===== src/rtl/ring_cal_ctrl_if.sv =====
// Control/status bundle between the ADPLL sequencer and ring_cal_ctrl.
//   master: drives start/stop/target and the synchronised ring_tick
//   slave : the calibration controller (ring_en, code, meas, status)
interface ring_cal_ctrl_if #(
  parameter int CODE_W = 6,
  parameter int CNT_W  = 12
);
  logic              start;
  logic              stop;
  logic [CNT_W-1:0]  target;
  logic              ring_tick;
  logic              ring_en;
  logic [CODE_W-1:0] code;
  logic [CNT_W-1:0]  meas;
  logic              meas_valid;
  logic              busy;
  logic              locked;
  logic              err;

  modport master (
    output start, stop, target, ring_tick,
    input  ring_en, code, meas, meas_valid, busy, locked, err
  );

  modport slave (
    input  start, stop, target, ring_tick,
    output ring_en, code, meas, meas_valid, busy, locked, err
  );
endinterface


===== src/rtl/ring_cal_ctrl.sv =====
// Ring oscillator calibration/tracking controller.
// Counts ring_tick over WIN-cycle windows (after SETTLE dead cycles), runs a
// SAR search on the tuning code toward target, then tracks with +/-1 steps
// and reports lock after LOCK_N consecutive in-tolerance windows.
// Ports:
//   Clk, Rst_n : sole clock, async active-low reset
//   bus (slave): start/stop pulses, target, ring_tick in;
//                ring_en, code, meas, meas_valid, busy, locked, err out
module ring_cal_ctrl #(
  parameter int CODE_W   = 6,
  parameter int CNT_W    = 12,
  parameter int WIN      = 256,
  parameter int SETTLE   = 8,
  parameter int LOCK_TOL = 2,
  parameter int LOCK_N   = 4
) (
  input  logic           Clk,
  input  logic           Rst_n,
  ring_cal_ctrl_if.slave bus
);
  localparam int CYC_W = $clog2(WIN + SETTLE + 1);
  localparam int IDX_W = (CODE_W > 1) ? $clog2(CODE_W) : 1;
  localparam int LC_W  = $clog2(LOCK_N + 1);
  localparam logic [CYC_W-1:0] SET_LAST = CYC_W'(SETTLE - 1);
  localparam logic [CYC_W-1:0] WIN_LAST = CYC_W'(WIN - 1);

  typedef enum logic [1:0] {S_IDLE, S_SETTLE, S_MEAS, S_UPD} state_t;

  state_t            r_state, w_next;
  logic [CYC_W-1:0]  r_cyc;
  logic [CNT_W-1:0]  r_cnt, r_tgt, r_meas;
  logic [CODE_W-1:0] r_code, w_sar_code;
  logic [IDX_W-1:0]  r_idx;
  logic [LC_W-1:0]   r_lcnt;
  logic              r_track, r_mv, r_locked, r_err;
  logic              w_accept, w_win_done;
  logic [CNT_W-1:0]  w_cnt_fin;
  logic signed [CNT_W+1:0] w_m, w_hi, w_lo;
  logic              w_over, w_under;

  // FSM state register
  always_ff @(posedge Clk or negedge Rst_n) begin
    if (!Rst_n) r_state <= S_IDLE;
    else        r_state <= w_next;
  end

  // FSM next state; stop overrides everything, including start
  always_comb begin
    w_next     = r_state;
    w_accept   = 1'b0;
    w_win_done = 1'b0;
    if (bus.stop) begin
      w_next = S_IDLE;
    end else begin
      case (r_state)
        S_IDLE:   if (bus.start) begin w_next = S_SETTLE; w_accept = 1'b1; end
        S_SETTLE: if (r_cyc == SET_LAST) w_next = S_MEAS;
        S_MEAS:   if (r_cyc == WIN_LAST) begin w_next = S_UPD; w_win_done = 1'b1; end
        S_UPD:    w_next = S_SETTLE;
        default:  w_next = S_IDLE;
      endcase
    end
  end

  // Window count including this cycle's tick, so the last MEASURE tick lands
  // in meas; results are registered on the edge entering UPDATE.
  always_comb begin
    w_cnt_fin = r_cnt;
    if (bus.ring_tick && (r_cnt != '1)) w_cnt_fin = r_cnt + 1'b1;
  end

  // Signed compares with two guard bits so target+/-TOL never wraps
  assign w_m     = $signed({2'b00, w_cnt_fin});
  assign w_hi    = $signed({2'b00, r_tgt}) + $signed((CNT_W+2)'(LOCK_TOL));
  assign w_lo    = $signed({2'b00, r_tgt}) - $signed((CNT_W+2)'(LOCK_TOL));
  assign w_over  = (w_m > w_hi);
  assign w_under = (w_m < w_lo);

  // SAR step: drop the trial bit if too fast, then try the next lower bit
  always_comb begin
    w_sar_code = r_code;
    if (w_cnt_fin > r_tgt) w_sar_code[r_idx] = 1'b0;
    if (r_idx != '0)       w_sar_code[r_idx - 1'b1] = 1'b1;
  end

  always_ff @(posedge Clk or negedge Rst_n) begin
    if (!Rst_n) begin
      r_cyc    <= '0;
      r_cnt    <= '0;
      r_tgt    <= '0;
      r_meas   <= '0;
      r_code   <= '0;
      r_idx    <= '0;
      r_lcnt   <= '0;
      r_track  <= 1'b0;
      r_mv     <= 1'b0;
      r_locked <= 1'b0;
      r_err    <= 1'b0;
    end else begin
      r_mv <= 1'b0;

      if (w_next != r_state)                            r_cyc <= '0;
      else if (r_state == S_SETTLE || r_state == S_MEAS) r_cyc <= r_cyc + 1'b1;

      // counter only accumulates in MEASURE, so each window starts from 0
      if (r_state == S_MEAS) r_cnt <= w_cnt_fin;
      else                   r_cnt <= '0;

      if (bus.stop) begin
        r_locked <= 1'b0;
      end else if (w_accept) begin
        r_tgt    <= bus.target;
        r_code   <= {1'b1, {(CODE_W-1){1'b0}}};
        r_idx    <= IDX_W'(CODE_W - 1);
        r_track  <= 1'b0;
        r_err    <= 1'b0;
        r_locked <= 1'b0;
        r_lcnt   <= '0;
      end else if (w_win_done) begin
        r_meas <= w_cnt_fin;
        r_mv   <= 1'b1;
        if (!r_track) begin
          r_code <= w_sar_code;
          if (r_idx != '0) r_idx   <= r_idx - 1'b1;
          else             r_track <= 1'b1;
        end else if (w_over) begin
          if (r_code != '0) r_code <= r_code - 1'b1;
          else              r_err  <= 1'b1;
          r_lcnt   <= '0;
          r_locked <= 1'b0;
        end else if (w_under) begin
          if (r_code != '1) r_code <= r_code + 1'b1;
          else              r_err  <= 1'b1;
          r_lcnt   <= '0;
          r_locked <= 1'b0;
        end else begin
          if (r_lcnt != LC_W'(LOCK_N))       r_lcnt   <= r_lcnt + 1'b1;
          if (r_lcnt >= LC_W'(LOCK_N - 1))   r_locked <= 1'b1;
        end
      end
    end
  end

  assign bus.busy       = (r_state != S_IDLE);
  assign bus.ring_en    = (r_state != S_IDLE);
  assign bus.code       = r_code;
  assign bus.meas       = r_meas;
  assign bus.meas_valid = r_mv;
  assign bus.locked     = r_locked;
  assign bus.err        = r_err;
endmodule


===== src/flat_wrapper.sv =====
// flat-port wrapper written by rule: the top's interface ports become plain ports
module ring_cal_ctrl_flat 
#(
  parameter int CODE_W   = 6,
  parameter int CNT_W    = 12,
  parameter int WIN      = 256,
  parameter int SETTLE   = 8,
  parameter int LOCK_TOL = 2,
  parameter int LOCK_N   = 4
)
  (Clk, Rst_n, bus_start, bus_stop, bus_target, bus_ring_tick, bus_ring_en, bus_code, bus_meas, bus_meas_valid, bus_busy, bus_locked, bus_err);
  ring_cal_ctrl_if #(.CODE_W(CODE_W), .CNT_W(CNT_W)) bus_i ();
  input  logic Clk;
  input  logic Rst_n;
  input wire logic [$bits(bus_i.start)-1:0] bus_start;
  input wire logic [$bits(bus_i.stop)-1:0] bus_stop;
  input wire logic [$bits(bus_i.target)-1:0] bus_target;
  input wire logic [$bits(bus_i.ring_tick)-1:0] bus_ring_tick;
  output wire logic [$bits(bus_i.ring_en)-1:0] bus_ring_en;
  output wire logic [$bits(bus_i.code)-1:0] bus_code;
  output wire logic [$bits(bus_i.meas)-1:0] bus_meas;
  output wire logic [$bits(bus_i.meas_valid)-1:0] bus_meas_valid;
  output wire logic [$bits(bus_i.busy)-1:0] bus_busy;
  output wire logic [$bits(bus_i.locked)-1:0] bus_locked;
  output wire logic [$bits(bus_i.err)-1:0] bus_err;
  assign bus_i.start = bus_start;
  assign bus_i.stop = bus_stop;
  assign bus_i.target = bus_target;
  assign bus_i.ring_tick = bus_ring_tick;
  assign bus_ring_en = bus_i.ring_en;
  assign bus_code = bus_i.code;
  assign bus_meas = bus_i.meas;
  assign bus_meas_valid = bus_i.meas_valid;
  assign bus_busy = bus_i.busy;
  assign bus_locked = bus_i.locked;
  assign bus_err = bus_i.err;
  ring_cal_ctrl #(.CODE_W(CODE_W), .CNT_W(CNT_W), .WIN(WIN), .SETTLE(SETTLE), .LOCK_TOL(LOCK_TOL), .LOCK_N(LOCK_N)) u_core (.Clk(Clk), .Rst_n(Rst_n), .bus(bus_i));
endmodule

===== config.mk =====
export PLATFORM = sky130hd
export DESIGN_NAME = ring_cal_ctrl_flat
export DESIGN_NICKNAME = d
export VERILOG_FILES = /design/src/rtl/ring_cal_ctrl_if.sv /design/src/rtl/ring_cal_ctrl.sv /design/src/flat_wrapper.sv
export SDC_FILE = /design/constraint.sdc
export NUM_CORES = 1
export LEC_CHECK = 0
export BUFFER_PORTS_ARGS = -buffer_cell sky130_fd_sc_hd__buf_2
export CORE_AREA = 2 2 112 114
export CTS_BUF_LIST = sky130_fd_sc_hd__clkbuf_8
export CTS_CLUSTER_SIZE = 28
export DETAILED_ROUTE_END_ITERATION = 10
export DIE_AREA = 0 0 114 116
export SLEW_MARGIN = 20
export SYNTH_ARGS = -nofsm -noshare
export SYNTH_HDL_FRONTEND = slang
export SYNTH_SLANG_ARGS = --single-unit

===== constraint.sdc =====
create_clock -name Clk -period 5.8 [get_ports Clk]
set_clock_uncertainty 0.2 [all_clocks]
set_input_delay 0.29 -clock Clk [delete_from_list [all_inputs] [get_ports Clk]]
set_output_delay 0.29 -clock Clk [all_outputs]
set_load 0.01 [all_outputs]

# Word-level counts from Yosys, hierarchy flattened
# Cells that the tools add are included.
[word_totals]
regBits = 63
in_bits = 17
output_inout_bits = 23
wordCells = 132
[classes]
n_addsub = 8
n_lt_le_gt_ge = 8
n_eq_ne = 15
muxes = 59
n_bitwise = 5
reduce_logical = 25
[ops]
columns = ["op", "count"]
rows = [
  ["2-to-1 mux 6 bit", 9],
  ["2-to-1 mux 3 bit", 10],
  ["2-to-1 mux 1 bit", 29],
  ["2-to-1 mux 12 bit", 2],
  ["2-to-1 mux 9 bit", 2],
  ["> comparator 13 x 14 -> 1 bit", 1],
  ["less-than comparator 13 x 14 -> 1 bit", 1],
  ["adder 12 x 2 -> 13 bit, second input constant", 1],
  ["subtractor 12 x 2 -> 13 bit, second input constant", 1],
  ["adder 12 x 1 -> 12 bit, second input constant", 1],
  ["> comparator 12 bit", 1],
  ["inequality test 12 bit, second input constant", 1],
  ["inequality test 4 bit, second input constant", 3],
  ["nonzero test 3 bit", 4],
  ["nonzero test 2 bit", 5],
  ["adder 9 x 1 -> 9 bit, second input constant", 1],
  ["== test 9 x 3 -> 1 bit, second input constant", 1],
  ["== test 9 x 8 -> 1 bit, second input constant", 1],
  ["less-than comparator 3 x 4 -> 1 bit, second input constant", 2],
  ["2-to-1 mux 2 bit", 4],
  ["case mux 2 bit (4 select lines)", 1],
  ["AND reduction 4 bit", 2],
  ["adder 6 x 1 -> 6 bit, second input constant", 1],
  ["AND 6 bit", 1],
  ["other kinds (27)", 35],
]

# Logic depth before layout (Yosys ltp)
[depth]
ltp_word = 12
depth_mapped = 20
mapped_depth_nobuf = 19

# Worst setup path after synthesis
# Ideal clock, no wire load.
[synth_timing]
path_kind = "register -> register"
start = "register u_core.r_cnt[0]"
end = "register u_core.r_code[2], in the netlist u_core.bus.code[2]"
setup_time_ps = 126
arrival_ps = 3692
path_slack_ps = 1782
stages_incl_launch_ff = 20
path_buffers = 1
period_less_slack_ps = 4018
cell_sequence = "dfrtp_1 ha_1 nand3_1 or3_1 buf_6 nand2_1 mux2i_1 inv_1 ha_1 o21bai_1 a221oi_1 a31oi_1 nand3_1 a31oi_1 nor3_1 o21ai_2 a32oi_1 a21boi_1 nand2_1 a221o_1"
[synth_between]
elab_chain_cells = 10
word_cells_on_any_way = 18
cone_classes = "add/sub (1); order compare (3); eq/ne (4); mux (7); bitwise (1); reduce/logical (2)"
[synth_lines]
columns = ["element", "line_no", "text"]
rows = [
  ["start, declared", "ring_cal_ctrl.sv:31", "logic [CNT_W-1:0] r_cnt, r_tgt, r_meas;"],
  ["start signal, assigned", "ring_cal_ctrl.sv:106", "if (r_state == S_MEAS) r_cnt <= w_cnt_fin;"],
  ["parallel branches: the longest is 2 deep, another holds adder 12 x 1 -> 12 bit", "-", ""],
  ["2-to-1 mux 12 bit *", "ring_cal_ctrl.sv:69", "if (bus.ring_tick && (r_cnt != '1)) w_cnt_fin = r_cnt + 1'b1;"],
  ["net u_core.w_cnt_fin[1]", "ring_cal_ctrl.sv:37", "logic [CNT_W-1:0] w_cnt_fin;"],
  ["> comparator 12 bit", "ring_cal_ctrl.sv:82", "if (w_cnt_fin > r_tgt) w_sar_code[r_idx] = 1'b0;"],
  ["2-to-1 mux 6 bit", "ring_cal_ctrl.sv:82", ""],
  ["OR 6 bit (no line)", "-", ""],
  ["2-to-1 mux 6 bit", "ring_cal_ctrl.sv:83", "if (r_idx != '0) w_sar_code[r_idx - 1'b1] = 1'b1;"],
  ["2-to-1 mux 6 bit", "ring_cal_ctrl.sv:122", "if (!r_track) begin"],
  ["2-to-1 mux 6 bit", "ring_cal_ctrl.sv:119", "end else if (w_win_done) begin"],
  ["2-to-1 mux 6 bit", "ring_cal_ctrl.sv:111", "end else if (w_accept) begin"],
  ["end signal, assigned", "ring_cal_ctrl.sv:113", "r_code <= {1'b1, {(CODE_W-1){1'b0}}};"],
  ["end signal, assigned", "ring_cal_ctrl.sv:123", "r_code <= w_sar_code;"],
  ["end signal, assigned", "ring_cal_ctrl.sv:127", "if (r_code != '0) r_code <= r_code - 1'b1;"],
  ["end, declared", "ring_cal_ctrl.sv:32", "logic [CODE_W-1:0] r_code, w_sar_code;"],
]
# Mark *: on every way through the listed nets, which the timed path passes. The select of a mux whose other input is x is not followed.
# A chain may end at the register's enable or synchronous reset.

# Worst setup path after layout
# Same ends and word-level chain as after synthesis.

==> results.txt <==
The source-to-sink clock delay at the later pin of the worst-skew pair is about 0.34 ns. The worst setup path is captured at a flip-flop. The finished cells cover between 0.005 and 0.006 mm2.

The total clock sinks is 63. Counting the buffers created by CTS gives 9. The area growth from synthesis to layout is 13.5%. The die outline height came out at around 120 um. The worst-case IR drop observed on VDD is approximately 0.00018 V. After global routing the overflow that remains totals 0.

The standard-cell row count came out at 40. The tree is rooted in a sky130_fd_sc_hd__clkbuf_8. The dominant synthesized flop cell is sky130_fd_sc_hd__dfrtp_1. The post-CTS setup repair buffer count is 0. The shortest clock period the worst path allows after layout came out at between 4 and 5 ns. The final number of hold-violating endpoints was 0. Setup violations remaining at the end of the flow were counted as 0. Across the run, the number of max-cap violations was 0. The number of synthesized register bits is 63. The most critical setup path has its endpoint at u_core.bus.code[2]. Dividing the final minimum period by the clock period gives between 70% and 80%. The first-pass iteration count of the detailed router came out at 4.

The number of design-rule violations left by the first detailed-router iteration is 304. The filler cells instantiated in the layout total 1,159. The static leakage is 2.51 nW. On the critical path the largest part of the delay comes from compound AO/OA/AOI/OAI gates. At the placement stage, the worst setup path has a slack of approximately 1.2 ns. The total number of vias came out at roughly 4,200.

The repair_antennas step left the layout with diodes totalling 0. The internal reg-to-reg setup slack came out at ~1.2 ns. For this run, the post-layout net count is around 650.

The number of distinct standard cells referenced by the synthesized netlist is between 70 and 80. The capture instance of the worst register-to-register path is u_core.bus.code[2]. The synthesized design contains 0 enable-type register cells. The depth of the critical timing path with buffers and inverters included is 18.

TritonCTS built the clock tree. For this block, the routed nets add up to 11,900 um of wire. The library cells used most frequently in the layout, excluding fill and tap cells, are sky130_fd_sc_hd__nand2_1, sky130_fd_sc_hd__dfrtp_1, sky130_fd_sc_hd__nor2_1.

The cell count after synthesis came out at around 550. The remaining design rule violation count came out at 0. The total negative slack for setup checks came out at 0 ns. The required time at the endpoint of the critical path came out at 5.83 ns. The worst register-to-register path begins at u_core.r_cnt[0].

The via count normalized by instance count came out at 5.55. Setup repair after global routing left no endpoint under its margin. Derived from the worst setup path, the maximum achievable clock frequency is approximately 220 MHz.

The total count of max-transition violations in the final report is 0. The worst path arrival time came out at roughly 4.7 ns. Once placement completed, the tool counted placed cells totaling 720. The most critical setup path has its startpoint at u_core.r_cnt[0].

The residual antenna-violating net count after detailed routing came out at 0. The count of cells in the finished layout, fillers not included, comes to 750. The largest individual stage delay along the critical path comes from the cell sky130_fd_sc_hd__or3_1. The effective utilization at floorplan came out at approximately two fifths.

The detailed-route wire length per cell came out at 15.9 um. The worst path buffer plus inverter count is 1. The final worst slack is roughly 1.2 ns. The signal on the critical path passes through ha_1 > nand3_1 > or3_1 > nand2_1 > mux2i_1 > inv_1 > ha_1 > o21bai_1 > a221oi_1 > a31oi_1 > nand3_1 > a31oi_1 > nor3_1 > o21ai_2 > a32oi_1 > a21boi_1 > nand2_1 > a221o_1. The half-perimeter wire length after placement is 9180 um. The biggest cell delay along the critical path came out at just over 0.5 ns. The proportion of layout cells with a drive suffix above 1 is 15.1%. The placer congestion estimate came out at about 0.95. The total of buffers placed on input and output ports is 39. The maximum buffer depth of the clock tree came out at 2.

The worst-case hold slack is 0.0390 ns. The run finished with clean final reports. The worst setup path is launched from a flip-flop. Summing all placed instances gives a cell area of approximately 0.0050 mm2. The total of warnings raised by yosys came out at 0. The I/O pin count came out at 40.

Clock-pin slew was measured on the worst setup and hold paths at about 0.080 ns. The worst hold path belongs to the class in -> reg. The synthesized netlist net count is 602. The count of hold-fix buffers inserted at cts is 14.

The largest net degree at the start of global routing is 64. The die covers about 0.013 mm2. The fraction of synthesis flops using an asynchronous set or reset pin came out at 100%. The proportion of synthesized chip area in sequential cells is 33.3%. The wire length of the first global-routing pass is a little over 20,000 um. The global-route usage over all layers is roughly a fifth. The post-synthesis instance area is approximately 0.0047 mm2. The initial antenna violation count is 0.

The number of instances resized during post-cts repair is 0. The slew at the pin with the worst max-slew slack came out at ~0.83 ns. The leading cell type in the layout, fill and taps excluded is sky130_fd_sc_hd__nand2_1. Each instance of the synthesized netlist takes up on average 8.63 um2. By startpoint and endpoint, the worst setup path is classified as reg -> reg. The number of global-route vias before repair is between 4,000 and 5,000. The core region is 0.0119 mm2. The cell count of the worst reg-to-reg path is 18. The power per cell area came out at 225 mW/mm2. Of all nets on the critical path, the largest fanout is 8. The number of H-tree levels came out at 3.

The horizontal die dimension is between 100 and 150 um. The worst relative slew slack came out at 44.4%.
worst register-to-register path, stage by stage (launching register included):
cell                       delay (ns)
sky130_fd_sc_hd__dfrtp_1         0.42
sky130_fd_sc_hd__ha_1            0.23
sky130_fd_sc_hd__nand3_1         0.13
sky130_fd_sc_hd__or3_1           0.51
sky130_fd_sc_hd__nand2_1         0.20
sky130_fd_sc_hd__mux2i_1         0.29
sky130_fd_sc_hd__inv_1           0.10
sky130_fd_sc_hd__ha_1            0.35
sky130_fd_sc_hd__o21bai_1        0.15
sky130_fd_sc_hd__a221oi_1        0.31
sky130_fd_sc_hd__a31oi_1         0.07
sky130_fd_sc_hd__nand3_1         0.14
sky130_fd_sc_hd__a31oi_1         0.09
sky130_fd_sc_hd__nor3_1          0.23
sky130_fd_sc_hd__o21ai_2         0.11
sky130_fd_sc_hd__a32oi_1         0.30
sky130_fd_sc_hd__a21boi_1        0.30
sky130_fd_sc_hd__nand2_1         0.08
sky130_fd_sc_hd__a221o_1         0.29
logic make-up after synthesis:
group           after synthesis  synth area share [%]
simple gates                224                  24.5
mux                          11                  2.48
fa+ha+maj                    37                  9.72
compound gates              128                  18.8
flops                        63                  33.3
buf+inv                      52                  4.91
xor+xnor                     34                  6.29
final cells by class:
class / count / area [um2] / share of cell area (%)
multi-input combinational: 434 / 2930 / 54.5
inverter: 33 / 124 / 2.30
clock buffer: 10 / 138 / 2.56
clock inverter: 6 / 60.1 / 1.12
tap: 147 / 184 / 3.42
timing repair buffer: 57 / 365 / 6.80
sequential: 63 / 1580 / 29.3
worst min path at each step:
stage | start | end | slack [ns] | cells past startpoint
3_3_place_gp | u_core.bus.meas[6] | u_core.bus.meas[6] | 0.26 | 2
6_report | bus_stop | u_core.bus.locked | 0.04 | 2
3_5_place_dp | u_core.bus.meas[6] | u_core.bus.meas[6] | 0.27 | 2
2_1_floorplan | Rst_n | u_core.bus.code[0] | -0.21 | 0
4_1_cts | bus_stop | u_core.bus.locked | 0.02 | 2
5_1_grt | bus_stop | u_core.bus.locked | 0.03 | 2
layer usage:
| metal | routed length, um | global-route usage (%) | up-vias |
|---|---|---|---|
| met4 | 289 | 7.40 | 0 |
| met2 | 5530 | 31.8 | 99 |
| met1 | 5640 | 25.8 | 1977 |
| li1 | - | - | 2070 |
| met3 | 452 | 3.50 | 16 |
| met5 | 0 | 0 | - |
sequential cells by signal, summed over array words and instances, names as in the netlist:
register and flops:
u_core.bus.locked 1, u_core.r_cyc 9, u_core.r_idx 3, u_core.r_state 2, u_core.r_track 1, u_core.bus.err 1, u_core.r_cnt 12, u_core.bus.code 6
u_core.bus.meas 12, u_core.r_tgt 12, u_core.bus.meas_valid 1, u_core.r_lcnt 3
where the power goes:
group	leakage, nW	internal, mW	switching (mW)
logic	1.58	0.126	0.185
registers	0.834	0.469	0.0453
clock network	0.0981	0.208	0.177
total	2.51	0.803	0.408
metrics by stage:
stage,power (mW),utilization (%)
global placement,0.817,42.3
detailed placement,0.824,42.3
CTS,1.23,45.1
floorplan,0.737,-
finish,1.21,45.1
global route,1.29,45.1
synthesized netlist by cell type, types with 4 or more instances:
library cell | number | area (um2)
sky130_fd_sc_hd__nand2_1 | 71 | 267
sky130_fd_sc_hd__dfrtp_1 | 63 | 1580
sky130_fd_sc_hd__nor2_1 | 46 | 173
sky130_fd_sc_hd__ha_1 | 36 | 450
sky130_fd_sc_hd__inv_1 | 32 | 120
sky130_fd_sc_hd__o21ai_0 | 32 | 160
sky130_fd_sc_hd__xnor2_1 | 25 | 219
sky130_fd_sc_hd__nand3_1 | 24 | 120
sky130_fd_sc_hd__a21oi_1 | 19 | 95.1
sky130_fd_sc_hd__a31oi_1 | 12 | 75.1
sky130_fd_sc_hd__nand4_1 | 12 | 75.1
sky130_fd_sc_hd__clkbuf_1 | 10 | 37.5
sky130_fd_sc_hd__a21o_1 | 9 | 67.6
sky130_fd_sc_hd__and2_1 | 9 | 56.3
sky130_fd_sc_hd__nor2b_1 | 9 | 56.3
sky130_fd_sc_hd__o31ai_1 | 9 | 67.6
sky130_fd_sc_hd__xor2_1 | 9 | 78.8
sky130_fd_sc_hd__mux2i_1 | 8 | 80.1
sky130_fd_sc_hd__nor3_1 | 8 | 40.0
sky130_fd_sc_hd__a211oi_1 | 6 | 45.0
sky130_fd_sc_hd__and3_1 | 6 | 37.5
sky130_fd_sc_hd__and4_1 | 5 | 43.8
sky130_fd_sc_hd__or3_1 | 4 | 25.0
No activity file was read; power rests on OpenSTA's default activity.
